[config.mk]
export PLATFORM = sky130hd
export DESIGN_NAME = mem_arbiter_flat
export DESIGN_NICKNAME = d
export VERILOG_FILES = /design/src/rtl/mem_arbiter_if.sv /design/src/rtl/mem_arbiter.sv /design/src/flat_wrapper.sv
export SDC_FILE = /design/constraint.sdc
export NUM_CORES = 1
export LEC_CHECK = 0
export ABC_AREA = 0
export CAP_MARGIN = 20
export CORE_AREA = 2 2 105 107
export DETAILED_ROUTE_END_ITERATION = 10
export DIE_AREA = 0 0 107 109
export SYNTH_ARGS = -nofsm -noshare
export SYNTH_HDL_FRONTEND = slang
export SYNTH_SLANG_ARGS = --single-unit
[constraint.sdc]
create_clock -name CLK -period 1.76 [get_ports CLK]
set_input_delay 0.352 -clock CLK [delete_from_list [all_inputs] [get_ports CLK]]
set_output_delay 0.352 -clock CLK [all_outputs]
set_load 0.05 [all_outputs]
[src/rtl/mem_arbiter_if.sv]
// ---------------------------------------------------------------------------
// mem_arbiter_if
// Bundles the icache, dcache and RAM signals of the memory arbiter. The
// arbiter connects through the slave modport. The master modport is the view
// from the caches and the RAM that surround it.
// ---------------------------------------------------------------------------
interface mem_arbiter_if;
    // icache side
    logic        iREN;
    logic [31:0] iaddr;
    logic        iwait;
    logic [31:0] iload;
    // dcache side
    logic        dREN;
    logic        dWEN;
    logic [31:0] daddr;
    logic [31:0] dstore;
    logic        dwait;
    logic [31:0] dload;
    // RAM side
    logic        ramREN;
    logic        ramWEN;
    logic [31:0] ramaddr;
    logic [31:0] ramstore;
    logic [31:0] ramload;
    logic [1:0]  ramstate;
    logic        ram_err;

    modport slave (
        input  iREN, iaddr, dREN, dWEN, daddr, dstore, ramload, ramstate,
        output iwait, iload, dwait, dload,
               ramREN, ramWEN, ramaddr, ramstore, ram_err
    );

    modport master (
        output iREN, iaddr, dREN, dWEN, daddr, dstore, ramload, ramstate,
        input  iwait, iload, dwait, dload,
               ramREN, ramWEN, ramaddr, ramstore, ram_err
    );
endinterface

[src/rtl/mem_arbiter.sv]
// ---------------------------------------------------------------------------
// mem_arbiter
// Arbitrates the icache (read only) and the dcache (read/write) onto one
// single-port RAM. The module answers the cache request/wait protocol. A
// fairness counter limits how many dcache grants in a row can pass an
// icache read that is waiting.
// The optional macro MEM_TIMEOUT_EN adds a watchdog. After TIMEOUT service
// cycles with no ACCESS or ERROR it forces the transaction to complete.
// ---------------------------------------------------------------------------
module mem_arbiter #(
    parameter int STARVE_MAX = 4
`ifdef MEM_TIMEOUT_EN
    ,
    parameter int TIMEOUT    = 64
`endif
) (
    input  logic         CLK,
    input  logic         nRST,
    mem_arbiter_if.slave bus
);

    typedef enum logic [1:0] {
        IDLE  = 2'd0,
        DSERV = 2'd1,
        ISERV = 2'd2
    } state_t;

    localparam logic [1:0] RAM_ACCESS = 2'd2;
    localparam logic [1:0] RAM_ERROR  = 2'd3;

    localparam int             SW         = $clog2(STARVE_MAX + 1);
    localparam logic [SW-1:0]  STARVE_LIM = SW'(STARVE_MAX);

    state_t          r_state;
    state_t          w_next_state;
    logic [SW-1:0]   r_starve_ct;
    logic            r_ram_err;

    logic            w_dreq;
    logic            w_done;
    logic            w_err;
    logic            w_tmo;
    logic            w_set_err;
    logic            w_st_inc;
    logic            w_st_clr;
    logic            w_enter;

    assign w_dreq = bus.dREN | bus.dWEN;
    assign w_done = (bus.ramstate == RAM_ACCESS) | (bus.ramstate == RAM_ERROR);
    assign w_err  = (bus.ramstate == RAM_ERROR);

    // Both caches see the RAM data directly. It is valid only while their wait is low.
    assign bus.iload   = bus.ramload;
    assign bus.dload   = bus.ramload;
    assign bus.ram_err = r_ram_err;

`ifdef MEM_TIMEOUT_EN
    localparam logic [6:0] TO_LIM = 7'(TIMEOUT - 1);
    logic [6:0] r_to_cnt;

    // The watchdog fires in the TIMEOUT-th service cycle. The counter is zero in the first service cycle.
    assign w_tmo = (r_to_cnt == TO_LIM);

    // Service-cycle counter: cleared on entry to a service state, counts while serving.
    always_ff @(posedge CLK or negedge nRST) begin
        if (!nRST) begin
            r_to_cnt <= 7'd0;
        end else if (w_enter) begin
            r_to_cnt <= 7'd0;
        end else if (r_state != IDLE) begin
            r_to_cnt <= r_to_cnt + 7'd1;
        end else begin
            r_to_cnt <= r_to_cnt;
        end
    end
`else
    assign w_tmo = 1'b0;
`endif

    // Arbitration, service control and completion handshake.
    always_comb begin
        w_next_state = r_state;
        bus.iwait    = 1'b1;
        bus.dwait    = 1'b1;
        bus.ramREN   = 1'b0;
        bus.ramWEN   = 1'b0;
        bus.ramaddr  = 32'd0;
        bus.ramstore = 32'd0;
        w_set_err    = 1'b0;
        w_st_inc     = 1'b0;
        w_st_clr     = 1'b0;
        w_enter      = 1'b0;
        case (r_state)
            IDLE: begin
                // Serve the dcache first unless the icache has already been passed over STARVE_MAX times.
                if (w_dreq && (!bus.iREN || (r_starve_ct < STARVE_LIM))) begin
                    w_next_state = DSERV;
                    w_enter      = 1'b1;
                    if (bus.iREN) begin
                        w_st_inc = 1'b1;
                    end else begin
                        w_st_clr = 1'b1;
                    end
                end else if (bus.iREN) begin
                    w_next_state = ISERV;
                    w_enter      = 1'b1;
                    w_st_clr     = 1'b1;
                end else begin
                    w_next_state = IDLE;
                end
            end
            DSERV: begin
                bus.ramaddr = bus.daddr;
                // A write wins when the dcache raises both request lines.
                if (bus.dWEN) begin
                    bus.ramWEN   = 1'b1;
                    bus.ramstore = bus.dstore;
                end else begin
                    bus.ramREN   = 1'b1;
                end
                if (!w_dreq) begin
                    // Request withdrawn: leave without a wait pulse.
                    w_next_state = IDLE;
                end else if (w_done || w_tmo) begin
                    bus.dwait    = 1'b0;
                    w_set_err    = w_err | w_tmo;
                    w_next_state = IDLE;
                end else begin
                    w_next_state = DSERV;
                end
            end
            ISERV: begin
                bus.ramaddr = bus.iaddr;
                bus.ramREN  = 1'b1;
                if (!bus.iREN) begin
                    w_next_state = IDLE;
                end else if (w_done || w_tmo) begin
                    bus.iwait    = 1'b0;
                    w_set_err    = w_err | w_tmo;
                    w_next_state = IDLE;
                end else begin
                    w_next_state = ISERV;
                end
            end
            default: begin
                w_next_state = IDLE;
            end
        endcase
    end

    // State register.
    always_ff @(posedge CLK or negedge nRST) begin
        if (!nRST) begin
            r_state <= IDLE;
        end else begin
            r_state <= w_next_state;
        end
    end

    // Fairness counter: counts dcache grants that pass a waiting icache, and saturates.
    always_ff @(posedge CLK or negedge nRST) begin
        if (!nRST) begin
            r_starve_ct <= '0;
        end else if (w_st_inc) begin
            r_starve_ct <= (r_starve_ct == STARVE_LIM) ? r_starve_ct : r_starve_ct + SW'(1);
        end else if (w_st_clr) begin
            r_starve_ct <= '0;
        end else begin
            r_starve_ct <= r_starve_ct;
        end
    end

    // Sticky RAM error flag. Only reset clears it.
    always_ff @(posedge CLK or negedge nRST) begin
        if (!nRST) begin
            r_ram_err <= 1'b0;
        end else if (w_set_err) begin
            r_ram_err <= 1'b1;
        end else begin
            r_ram_err <= r_ram_err;
        end
    end

endmodule

[src/flat_wrapper.sv]
// flat-port wrapper written by rule: the top's interface ports become plain ports
module mem_arbiter_flat 
#(
    parameter int STARVE_MAX = 4

)
  (CLK, nRST, bus_iREN, bus_iaddr, bus_dREN, bus_dWEN, bus_daddr, bus_dstore, bus_ramload, bus_ramstate, bus_iwait, bus_iload, bus_dwait, bus_dload, bus_ramREN, bus_ramWEN, bus_ramaddr, bus_ramstore, bus_ram_err);
  mem_arbiter_if bus_i ();
  input  logic CLK;
  input  logic nRST;
  input wire logic [$bits(bus_i.iREN)-1:0] bus_iREN;
  input wire logic [$bits(bus_i.iaddr)-1:0] bus_iaddr;
  input wire logic [$bits(bus_i.dREN)-1:0] bus_dREN;
  input wire logic [$bits(bus_i.dWEN)-1:0] bus_dWEN;
  input wire logic [$bits(bus_i.daddr)-1:0] bus_daddr;
  input wire logic [$bits(bus_i.dstore)-1:0] bus_dstore;
  input wire logic [$bits(bus_i.ramload)-1:0] bus_ramload;
  input wire logic [$bits(bus_i.ramstate)-1:0] bus_ramstate;
  output wire logic [$bits(bus_i.iwait)-1:0] bus_iwait;
  output wire logic [$bits(bus_i.iload)-1:0] bus_iload;
  output wire logic [$bits(bus_i.dwait)-1:0] bus_dwait;
  output wire logic [$bits(bus_i.dload)-1:0] bus_dload;
  output wire logic [$bits(bus_i.ramREN)-1:0] bus_ramREN;
  output wire logic [$bits(bus_i.ramWEN)-1:0] bus_ramWEN;
  output wire logic [$bits(bus_i.ramaddr)-1:0] bus_ramaddr;
  output wire logic [$bits(bus_i.ramstore)-1:0] bus_ramstore;
  output wire logic [$bits(bus_i.ram_err)-1:0] bus_ram_err;
  assign bus_i.iREN = bus_iREN;
  assign bus_i.iaddr = bus_iaddr;
  assign bus_i.dREN = bus_dREN;
  assign bus_i.dWEN = bus_dWEN;
  assign bus_i.daddr = bus_daddr;
  assign bus_i.dstore = bus_dstore;
  assign bus_i.ramload = bus_ramload;
  assign bus_i.ramstate = bus_ramstate;
  assign bus_iwait = bus_i.iwait;
  assign bus_iload = bus_i.iload;
  assign bus_dwait = bus_i.dwait;
  assign bus_dload = bus_i.dload;
  assign bus_ramREN = bus_i.ramREN;
  assign bus_ramWEN = bus_i.ramWEN;
  assign bus_ramaddr = bus_i.ramaddr;
  assign bus_ramstore = bus_i.ramstore;
  assign bus_ram_err = bus_i.ram_err;
  mem_arbiter #(.STARVE_MAX(STARVE_MAX)) u_core (.CLK(CLK), .nRST(nRST), .bus(bus_i));
endmodule
# Yosys cells after proc, flatten, opt, wreduce, memory -nomap -nowiden
# Cells that the tools add are included.
dict set report word_totals {
  ff_bits 6
  inputBits 135
  output_inout_bits 133
  elab_cells 51
}
dict set report classes {
  add_sub_neg 1
  magnitude_cmp 1
  eq_ne 6
  muxes 32
  bitwise_logic 2
  reduce_logical 6
}
# operator n
set op_table {}
lappend op_table {{32-bit two-way mux} 2}
lappend op_table {{32-bit one-hot mux with 2 select lines} 1}
lappend op_table {{1-bit two-way mux} 18}
lappend op_table {{2-bit two-way mux} 5}
lappend op_table {{3-bit two-way mux} 3}
lappend op_table {{2-bit equality test, second input constant} 3}
lappend op_table {{2-bit one-hot mux with 3 select lines} 1}
lappend op_table {{1-bit one-hot mux with 2 select lines} 2}
lappend op_table {{3-bit by 1-bit adder with 3-bit output, second input constant} 1}
lappend op_table {{3-bit equality test, second input constant} 1}
lappend op_table {{3-bit less-than comparator, second input constant} 1}
lappend op_table {{2-bit by 1-bit equality test with 1-bit output, second input constant} 1}
lappend op_table {{2-bit logical NOT} 1}
lappend op_table {{2-bit inequality test, second input constant} 1}
lappend op_table {{1-bit bitwise OR} 2}
lappend op_table {{2-bit AND reduction} 1}
lappend op_table {{2-bit nonzero test} 1}
lappend op_table {{1-bit logical AND} 1}
lappend op_table {{1-bit logical NOT} 1}
lappend op_table {{1-bit logical OR} 1}

# Depth between registers and ports, before layout
dict set report logic_depth {
  depth_word 7
  mapped_depth 7
  mapped_depth_nobuf 6
}

# Least setup slack after synthesis
# Ideal clock, no wire load.
dict set report synth_path {
  path_kind {register to output}
  start {reg u_core.r_state[1]}
  end {out bus_ramaddr[10]}
  t_arrival_ns 1.725
  required_ns 1.408
  setup_slack_ns -0.317
  stages_incl_launch_ff 6
  n_path_buf 1
  path_cell_list {dfrtp_1 inv_1 ha_1 buf_1 a22oi_1 nor2b_1}
}
dict set report synth_between {
  elab_chain_len 2
  word_cells_on_any_way 3
  cone_classes {2 x eq/ne; 1 x mux}
}
# element line_no
set synth_rtl {}
lappend synth_rtl {{start: declaration} mem_arbiter.sv:34} ;# state_t r_state;
lappend synth_rtl {{start signal: assignment} mem_arbiter.sv:156} ;# r_state <= w_next_state;
lappend synth_rtl {{2-bit equality test or 2-bit by 1-bit equality test with 1-bit output (tied branches)} mem_arbiter.sv:93} ;# case (r_state)
lappend synth_rtl {{32-bit one-hot mux with 2 select lines *} mem_arbiter.sv:93}
lappend synth_rtl {{end: declaration} flat_wrapper.sv:25} ;# output wire logic [$bits(bus_i.ramaddr)-1:0] bus_ramaddr;
# Mark *: on every way between the ends. The rest lies on a longest branch, timed or not.

# Worst setup path in the final report
dict set report layout_path {
  start {reg u_core.r_state[0]}
  end {out bus_dwait}
}
dict set report layout_between {
  elab_chain_len 2
}
# element line_no
set layout_rtl {}
lappend layout_rtl {{2-bit by 1-bit equality test with 1-bit output} mem_arbiter.sv:93}
lappend layout_rtl {{1-bit two-way mux} mem_arbiter.sv:93}
lappend layout_rtl {{end: declaration} flat_wrapper.sv:21} ;# output wire logic [$bits(bus_i.dwait)-1:0] bus_dwait;
# No other way between the ends.

==> run_results.csv <==
group,metric,value,unit
synth,synth_nets,368,
timing,worst_slew_pin_slew,0.327,ns
synth,synthDistinctLibCells,29,
setup_path,crit_arrival,1.63,ns
timing,setup_viol,67,
timing,tns,-11.11,ns
timing,hold_violations,0,
timing,fin_crit_sh,1.12,
detailed_routing,wl_per_cell,17.8,µm
cts,clock_latency,0.23,ns
grt,grt_pass1_vias,2129,
pwr,power_leakage,0.00183,µW
detailed_routing,vias,2064,
synth,yosysTopAreaCell,"buf_4",
cts,clk_path_buf_depth,2,
place,place_congestion,0.789,
synth,yosys_register_bits,6,
synth,yosys_warnings,0,
pwr,ir_worst_vdd,0.000601,V
grt,grt_pass1_wl,12.2,mm
cts,ctsHoldBuffers,0,
cts,numCtsBuffers,3,
floorplanning,die_x,107,µm
detailed_routing,routed_wl,8.56,mm
floorplanning,num_rows,38,
timing,fmax,505,MHz
cts,path_clk_slew,0.04,ns
setup_path,startpoint_type,"register",
place,hpwlAfterDp,5.99,mm
floorplanning,io-pin-count,268,
layout,final_cell_area,0.00467,mm²
layout,multiInputGateArea,0.00150,mm²
cts,cts_tree,"built",
timing,slew_headroom,0.781,
timing,fin_ws,-0.220,ns
cts,cts_root_buf,"clkbuf_8",
place,io_buffers,171,
outcome,status,"complete, but fails checks",
detailed_routing,drc_errors,0,
synth,syn_avg_cell_area,7.38,µm²
min_path,holdCritPathClass,"in -> async",
synth,yosysSeqAreaShare,0.0904,
grt,grt_max_degree,38,
synth,synth.top_cell.area_share,0.289,
floorplanning,coreArea,0.0106,mm²
layout,area_growth,181,%
setup_path,cp_max_fo,8,
setup_path,worst_path_largest_cell_delay,0.39,ns
timing,min_period,1.98,ns
setup_path,cp-end-kind,"output port",
grt,grt_overflow,0,
outcome,violations,"negative setup slack",
floorplanning,die_h,109,µm
layout,seqCellArea,150,µm²
setup_path,cp_slowest_cell,"dfrtp_1",
detailed_routing,dr.pass1.iters,4,
timing,skew,0.000613,ns
setup_path,criticalPathCategory,"reg -> out",
grt,grt_usage,0.134,
flow_run,maxCapViolCount,0,
setup_path,crit_path_cell_trace,"buf_6 -> ha_4 -> buf_6 -> clkbuf_16 -> o211ai_1 -> clkbuf_16",
timing,rsz0062_at_grt,"yes",
pwr,power.density,1370,mW/mm²
floorplanning,dieArea,0.0117,mm²
grt,antenna_found_initial,0,
layout,n_fill_cell,955,
cts,cts.sinks,6,
layout,drive_gt1_frac,0.587,
detailed_routing,viasPerCell,4.29,
layout,fin_util,0.440,
synth,synth_top_cells_by_area,"buf_4 (29%), a22oi_1 (14%), nor2b_1 (13%)",
detailed_routing,drtAntennaViolNets,0,
synth,synth_cells,225,
cts,cts.htree.levels,1,
layout,n_antenna_cell,0,
detailed_routing,drtIter0Drc,66,
synth,synth_area,0.00166,mm²
timing,finalMaxSlewViolations,0,
layout,finalNetCount,486,
place,placedInstanceArea,0.00406,mm²
floorplanning,initial_utilization,0.157,
setup_path,worstPathRequired,1.41,ns
layout make-up:
type	count	area share
repair buffers	195	0.595
inverters	6	0.00483
well taps	140	0.0375
multi-input cells	131	0.321
clock buffers	3	0.00885
flip-flops and latches	6	0.0322
final timing paths:
kind / start / to / slack (ns) / cells after the start
worst max-delay path: u_core.r_state[0] / bus_dwait / -0.22 / 6
worst min-delay path: nRST / u_core.bus.ram_err / 0.38 / 1
worst max register to register: u_core.r_starve_ct[2] / u_core.r_starve_ct[0] / 0.29 / 6
worst min register to register: u_core.bus.ram_err / u_core.bus.ram_err / 0.47 / 1
max in group asynchronous: nRST / u_core.r_starve_ct[1] / 1.14 / 1
min in group CLK: u_core.bus.ram_err / u_core.bus.ram_err / 0.47 / 1
per-stage QoR:
| stage | hold slack (ns) | power (µW) | instances | setup WS (ns) |
|---|---|---|---|---|
| after floorplan | 0.0564 | 3430 | 225 | -0.138 |
| after global placement | 0.464 | 5360 | 468 | -0.185 |
| after detailed placement | 0.463 | 5400 | 468 | -0.232 |
| after CTS | 0.385 | 6160 | 477 | -0.227 |
| after global routing | 0.408 | 6690 | 481 | -0.252 |
| final | 0.384 | 6410 | 481 | -0.220 |
registers in the layout (all words and copies together) (netlist names):
register and count:
u_core.r_state 2, u_core.bus.ram_err 1, u_core.r_starve_ct 3
report_power, final:
part | internal [µW] | switching, µW
combinational | 3100 | 2860
clock | 147 | 64.7
sequential | 186 | 54.5
total | 3430 | 2980
critical path: cells and delay by family (launching register included):
kind                       cells  cell delay, ns
DFF                            1            0.39
AOI/OAI and AO/OA              1            0.16
adders and majority gates      1            0.18
buffers and inverters          4            0.67
per-layer routing:
| layer | routed length, µm | part of all wire | vias to the layer above | GRT usage |
|---|---|---|---|---|
| met1 | 3170 | 0.37 | 977 | 0.157 |
| met4 | 129 | 0.015 | 0 | 0.0380 |
| met2 | 4500 | 0.53 | 105 | 0.246 |
| met3 | 764 | 0.089 | 25 | 0.0281 |
| met5 | 0 | 0 | - | 0 |
| li1 | - | - | 957 | - |
cell families after synthesis:
kind of cell               count (synthesis)  share of synthesized area
DFF                                        6                     0.0904
adders and majority gates                  8                     0.0602
and+or+nand+nor                           74                      0.274
buffers and inverters                     88                      0.351
AOI/OAI and AO/OA                         49                      0.224
repair_timing:
action | CTS | global route
gates cloned | 3 | 3
buffers inserted | 3 | 2
resized for setup | 59 | 30
endpoints found under the setup margin | 67 | 70
pin swaps | 11 | 3
placed cells by master (no fill, tap or decap), drive strengths merged:
cell type,netlist,final
nand4b,1,1
clkbuf,8,7
ha,8,8
a21boi,1,1
dfrtp,6,6
and3,33,33
a21o,1,1
nor2,2,2
inv,6,6
a2bb2oi,2,2
o21a,1,1
nand2,2,2
a32o,1,1
a22oi,32,32
a21oi,1,1
nor2b,34,34
and2,1,1
dlymetal6s2s,0,1
clkdlybuf4s50,0,101
o21ai,5,5
o211ai,1,1
buf,74,89
a41o,1,1
nand3,1,1
a31oi,1,1
a22o,2,2
synthesized netlist by cell type:
library cell,n
dfrtp_1,6
a22o_1,2
nand2_1,2
o211ai_1,1
a41o_1,1
clkbuf_2,1
a22oi_1,32
buf_2,9
o21ai_0,5
a21o_2,1
inv_1,6
a31oi_1,1
nand3_1,1
buf_1,1
a21oi_1,1
nor2b_1,34
a21boi_2,1
buf_4,64
nor2_1,2
and3_2,1
nand4b_1,1
clkbuf_1,7
a2bb2oi_1,1
o21a_1,1
a2bb2oi_2,1
and3_1,32
a32o_1,1
ha_1,8
and2_1,1
(Power assumes the default switching activity.)
